`config.mk`:
```
export PLATFORM = sky130hd
export DESIGN_NAME = uart_rx_deserializer
export DESIGN_NICKNAME = d
export VERILOG_FILES = /design/src/rtl/uart_rx_deserializer.sv
export SDC_FILE = /design/constraint.sdc
export NUM_CORES = 1
export LEC_CHECK = 0
export ABC_AREA = 1
export CORE_ASPECT_RATIO = 0.5
export CORE_MARGIN = 4
export CORE_UTILIZATION = 30
export CTS_BUF_LIST = sky130_fd_sc_hd__clkbuf_8
export DETAILED_ROUTE_END_ITERATION = 12
export PLACE_DENSITY = 0.45
export SETUP_SLACK_MARGIN = 0.3
export SLEW_MARGIN = 20
export SYNTH_ARGS = -nofsm -noshare
export SYNTH_HDL_FRONTEND = slang
export SYNTH_SLANG_ARGS = --single-unit
```
`constraint.sdc`:
```
create_clock -name clk -period 3.68 [get_ports clk]
set_clock_uncertainty 0.15 [all_clocks]
set_input_delay 0.736 -clock clk [delete_from_list [all_inputs] [get_ports clk]]
set_output_delay 0.736 -clock clk [all_outputs]
set_load 0.05 [all_outputs]
```
`src/rtl/uart_rx_deserializer.sv`:
```
// 16x-oversampling UART receiver (8N1 / 8E1 / 8O1) feeding a receive FIFO write port.
// Bits are decided by a 3-sample majority vote around mid-bit; the receiver re-arms at mid-stop-bit.
module uart_rx_deserializer #(
  parameter int CLKS_PER_TICK = 27,
  parameter int OVERSAMPLE    = 16
) (
  input  logic       clk,
  input  logic       reset,
  input  logic       rx,
  input  logic       parity_en,
  input  logic       parity_odd,
  input  logic       fifo_full,
  input  logic       err_clr,
  output logic [7:0] rx_data,
  output logic       rx_valid,
  output logic       busy,
  output logic       framing_err,
  output logic       parity_err,
  output logic       overrun_err
);

  typedef enum logic [2:0] {IDLE, START, DATA, PARITY, STOP, WAIT_HIGH} state_t;

  localparam logic [15:0] TICK_MAX    = 16'(CLKS_PER_TICK - 1);
  localparam logic [3:0]  LAST_SAMPLE = 4'(OVERSAMPLE - 1);
  localparam logic [3:0]  MID_SAMPLE  = 4'd9;

  state_t      state;
  logic        rx_meta, rx_sync, rx_prev;
  logic [15:0] tick_cnt;
  logic [3:0]  sample_cnt;
  logic [2:0]  bit_cnt;
  logic        s7, s8;
  logic [7:0]  shreg;
  logic        par_en_l, par_odd_l, par_bad;
  logic        tick, maj;

  assign tick = (tick_cnt == TICK_MAX);
  // Majority of samples 7, 8 and the live sample 9.
  assign maj  = (s7 & s8) | (s7 & rx_sync) | (s8 & rx_sync);

  always_ff @(posedge clk or posedge reset) begin
    if (reset) begin
      rx_meta     <= 1'b1;
      rx_sync     <= 1'b1;
      rx_prev     <= 1'b1;
      state       <= IDLE;
      tick_cnt    <= '0;
      sample_cnt  <= '0;
      bit_cnt     <= '0;
      s7          <= 1'b1;
      s8          <= 1'b1;
      shreg       <= '0;
      par_en_l    <= 1'b0;
      par_odd_l   <= 1'b0;
      par_bad     <= 1'b0;
      rx_data     <= '0;
      rx_valid    <= 1'b0;
      busy        <= 1'b0;
      framing_err <= 1'b0;
      parity_err  <= 1'b0;
      overrun_err <= 1'b0;
    end else begin
      // NOTE: non-blocking throughout; later assignments in this block deliberately
      // override earlier ones (sticky-flag sets beat err_clr, start detection clears tick_cnt).
      rx_meta  <= rx;
      rx_sync  <= rx_meta;
      rx_prev  <= rx_sync;
      rx_valid <= 1'b0;
      tick_cnt <= tick ? '0 : tick_cnt + 16'd1;

      if (err_clr) begin
        framing_err <= 1'b0;
        parity_err  <= 1'b0;
        overrun_err <= 1'b0;
      end
      if (rx_valid && fifo_full) overrun_err <= 1'b1;

      case (state)
        IDLE: begin
          if (rx_prev && !rx_sync) begin
            state      <= START;
            busy       <= 1'b1;
            tick_cnt   <= '0;
            sample_cnt <= '0;
            bit_cnt    <= '0;
            par_bad    <= 1'b0;
            par_en_l   <= parity_en;
            par_odd_l  <= parity_odd;
          end
        end

        WAIT_HIGH: begin
          // Hold off through a break so a stuck-low line cannot spawn frames.
          if (rx_sync) begin
            state <= IDLE;
            busy  <= 1'b0;
          end
        end

        default: begin
          if (tick) begin
            sample_cnt <= sample_cnt + 4'd1;
            if (sample_cnt == 4'd7) s7 <= rx_sync;
            if (sample_cnt == 4'd8) s8 <= rx_sync;

            case (state)
              START: begin
                if (sample_cnt == MID_SAMPLE && maj) begin
                  state <= IDLE;
                  busy  <= 1'b0;
                end else if (sample_cnt == LAST_SAMPLE) begin
                  state <= DATA;
                end
              end

              DATA: begin
                if (sample_cnt == MID_SAMPLE) shreg <= {maj, shreg[7:1]};
                if (sample_cnt == LAST_SAMPLE) begin
                  bit_cnt <= bit_cnt + 3'd1;
                  if (bit_cnt == 3'd7) state <= par_en_l ? PARITY : STOP;
                end
              end

              PARITY: begin
                if (sample_cnt == MID_SAMPLE) par_bad <= (^shreg) ^ maj ^ par_odd_l;
                if (sample_cnt == LAST_SAMPLE) state <= STOP;
              end

              STOP: begin
                if (sample_cnt == MID_SAMPLE) begin
                  if (maj) begin
                    state <= IDLE;
                    busy  <= 1'b0;
                    if (par_bad) begin
                      parity_err <= 1'b1;
                    end else begin
                      rx_data  <= shreg;
                      rx_valid <= 1'b1;
                    end
                  end else begin
                    state       <= WAIT_HIGH;
                    framing_err <= 1'b1;
                    if (par_bad) parity_err <= 1'b1;
                  end
                end
              end

              default: state <= IDLE;
            endcase
          end
        end
      endcase
    end
  end

endmodule

```
==> results.txt <==
Status: finished clean
Post-route ant nets: 0
Main combinational cell family by area after synthesis: simple AND/OR/NAND/NOR gates
Core Area: 10200 sq um
RSZ-0062 raised after global routing: no
Combinational power share: 27.4%
Worst-margin pin slew: 0.573 ns
FP Rows: 26
Switching portion of total power: 36.4%
Critical path class: flip-flop to output port
Sequential fraction of the synthesis area: 43.8%
Root buf cell: clkbuf_8
Die height: 80.5 microns
Final min period: 2.38 ns
Critical Path AT: 1.49 ns
# IOs: 20
P&R area growth vs syn: 14.7%
Overflow after GRT: 0
Number of global-route vias before repair: 2421
Area leader, netlist: dfrtp_1
Post-Synth Adder-Cell Area: 2.77%
Synth Flop Type: dfrtp_1
Synthesized cell area: 3160 sq um
Worst Hold Class: flip-flop to flip-flop
Die W: 153 microns
Distinct cells, synth: 30
Max H-tree Level: 2
Worst-path clk slew: 0.11 ns
Pre-CTS WS: 1.66 ns
Placed Cells: 579
Multiplexer share of the synthesized area: 0%
Critical path cell sequence: clkdlybuf4s50_1
Slew Limit Headroom: 61.7%
Drt drc: 0
Port-buffer cells: 19
Syn Area/Cell: 7.46 sq um
Initial antenna violation count: 0
Clock power frac: 26.0%
Slowest CP cell: clkdlybuf4s50_1
CP top delay family: buffers and inverters
Post_cts resized: 0
RD Place Congestion: 0.808
Post-synthesis simple-gate area fraction: 31.8%
Synth top area share: 39.6%
Critical path's largest stage delay: 0.80 ns
Layout cells sized above 1: 11.2%
Placed wire-length estimate: 4980 microns
Pins Over Slew Limit: 0
CTS max path bufs: 2
Power per cell area: 441 nW/um^2
Synth top cells by count: nand2_1 (122), inv_1 (67), dfrtp_1 (50)
Post-route clock period utilization: 64.6%
Yosys warnings: 0
Global Route Usage Sum: 11.5%
Routed WL per cell: 11.1 microns
Post-synth EDFFs: 0
Largest net degree at the start of global routing: 31
Max-cap viol count: 0
Hold Worst Slack: 0.208 ns
Top-count cell post-synth: nand2_1
Peak supply drop: 0.124 mV
Total Nets Final: 460
Critical-path maximum fanout: 2
Clock Latency Late Sink: 0.32 ns
Startpoint Class: flip-flop
Final setup viols: 0
Setup crit end kind: output port
Synth Register Bits: 55
Synth area leaders: dfrtp_1 (40%), nand2_1 (15%), inv_1 (8.0%), nor2_1 (5.4%), nand3_1 (4.6%)
Diode count: 0
Final WS setup: 1.30 ns
Die area: 12300 sq um
Fmax: 421 MHz
Fin. Hold Viols: 0
CTS buffer count: 5
Xor/xnor share of the synthesized area: 2.77%
Hold buffer count at cts: 0
WL final: 6540 microns
Critical Path RT: 2.79 ns
Part of the power in registers: 46.6%
Initial core utilization: 30.8%
Via density: 4.30
Synth Instances: 423
Clock sink count: 55
Vias after detailed routing: 2522
First-pass GRT wire length: 11500 microns
Int Pwr: 1.02 mW
Post-route setup TNS: 0 ns
DRT Pass-1 Iters: 4
Syn Nets: 437
Detailed Route Iter0 Violations: 123
CP Buf/Inv Count: 1
Leak: 1.84 nW
Core Util, Final: 35.3%
Fraction of registers with async set or reset after synthesis: 100%
Finished Layout Cells: 587
CTS tree: done
Compound-Gate Fraction of Synth Area: 8.96%
P_sw: 581 uW
Post-CTS Setup Inserts: 0
[power groups by stage]
| stage | Sequential [mW] | Combinational, mW | Clock (mW) |
|---|---|---|---|
| floorplan | 0.758 | 0.325 | 0 |
| global placement | 0.756 | 0.446 | 0 |
| detailed placement | 0.757 | 0.443 | 0 |
| CTS | 0.745 | 0.445 | 0.434 |
| global route | 0.757 | 0.507 | 0.458 |
| finish | 0.745 | 0.438 | 0.415 |
[cells by family after synthesis]
kind of cell	count (synthesis)
xor+xnor	10
buf+inv	78
fa+ha+maj	7
compound gates	48
simple gates	225
flops	55
[path summary, 6_finish.rpt]
| kind | to | slack (ns) | cells past startpoint | start |
|---|---|---|---|---|
| min reg2reg | rx_sync | 0.21 | 0 | rx_meta |
| min | rx_sync | 0.21 | 0 | rx_meta |
| min in group asynchronous | tick_cnt[0] | 0.63 | 2 | reset |
| max reg2reg | state[1] | 1.69 | 12 | tick_cnt[0] |
| max | rx_data[5] | 1.30 | 1 | rx_data[5] |
| max in group asynchronous | s8 | 2.12 | 3 | reset |
[sequential cells by signal, summed over array words and instances (netlist names), 3 cells and up]
register    flops
tick_cnt       16
rx_data         8
shreg           8
sample_cnt      4
bit_cnt         3
state           3
[metrics by stage]
| stage | power, mW | cell area [sq um] |
|---|---|---|
| floorplan | 1.08 | 3160 |
| global placement | 1.20 | 3510 |
| detailed placement | 1.20 | 3510 |
| CTS | 1.62 | 3620 |
| global route | 1.72 | 3620 |
| finish | 1.60 | 3620 |
[cell usage in the layout (no fill, tap or decap)]
| master | netlist | final |
|---|---|---|
| nor3b_1 | 1 | 1 |
| o21ai_0 | 16 | 16 |
| and3_1 | 1 | 1 |
| o211ai_1 | 2 | 2 |
| a21oi_1 | 11 | 11 |
| clkbuf_8 | 0 | 5 |
| nand3_1 | 29 | 29 |
| nor3_1 | 4 | 4 |
| bufinv_16 | 0 | 1 |
| o21ai_1 | 9 | 9 |
| clkinv_4 | 0 | 1 |
| inv_1 | 67 | 66 |
| clkinv_2 | 1 | 2 |
| a22o_1 | 1 | 1 |
| o21ai_2 | 8 | 8 |
| inv_2 | 6 | 7 |
| xor2_1 | 9 | 9 |
| dfstp_2 | 5 | 5 |
| nand4_1 | 3 | 3 |
| dfrtp_1 | 50 | 50 |
| nor2_1 | 45 | 45 |
| nand3b_1 | 1 | 1 |
| buf_12 | 0 | 1 |
| nand2_2 | 7 | 7 |
| nor3_2 | 3 | 3 |
| nand3_2 | 2 | 2 |
| nor2_4 | 5 | 5 |
| nand2_1 | 122 | 122 |
| a21oi_2 | 1 | 1 |
| clkdlybuf4s50_1 | 0 | 19 |
| xnor2_1 | 1 | 1 |
| nand2_4 | 2 | 2 |
| ha_1 | 7 | 7 |
[cell type report]
cell class                      instances  area, sq um
Clock inverter                          3         43.8
Inverter                               74          279
Clock buffer                            5         68.8
Multi-Input combinational cell        290         1460
Fill cell                            1099         6630
Sequential cell                        55         1380
Tap cell                              140          175
Timing Repair Buffer                   20          210
[layer usage]
layer | vias to the layer above | routed length, microns | global-route usage (%) | share of wire [%]
li1 | 1353 | - | - | -
met2 | 18 | 2940 | 19.1 | 45
met4 | 0 | 70 | 2.67 | 1.1
met1 | 1144 | 3360 | 15.3 | 51
met3 | 7 | 174 | 2.74 | 2.7
met5 | - | 0 | 0 | 0
(Power assumes the default switching activity.)
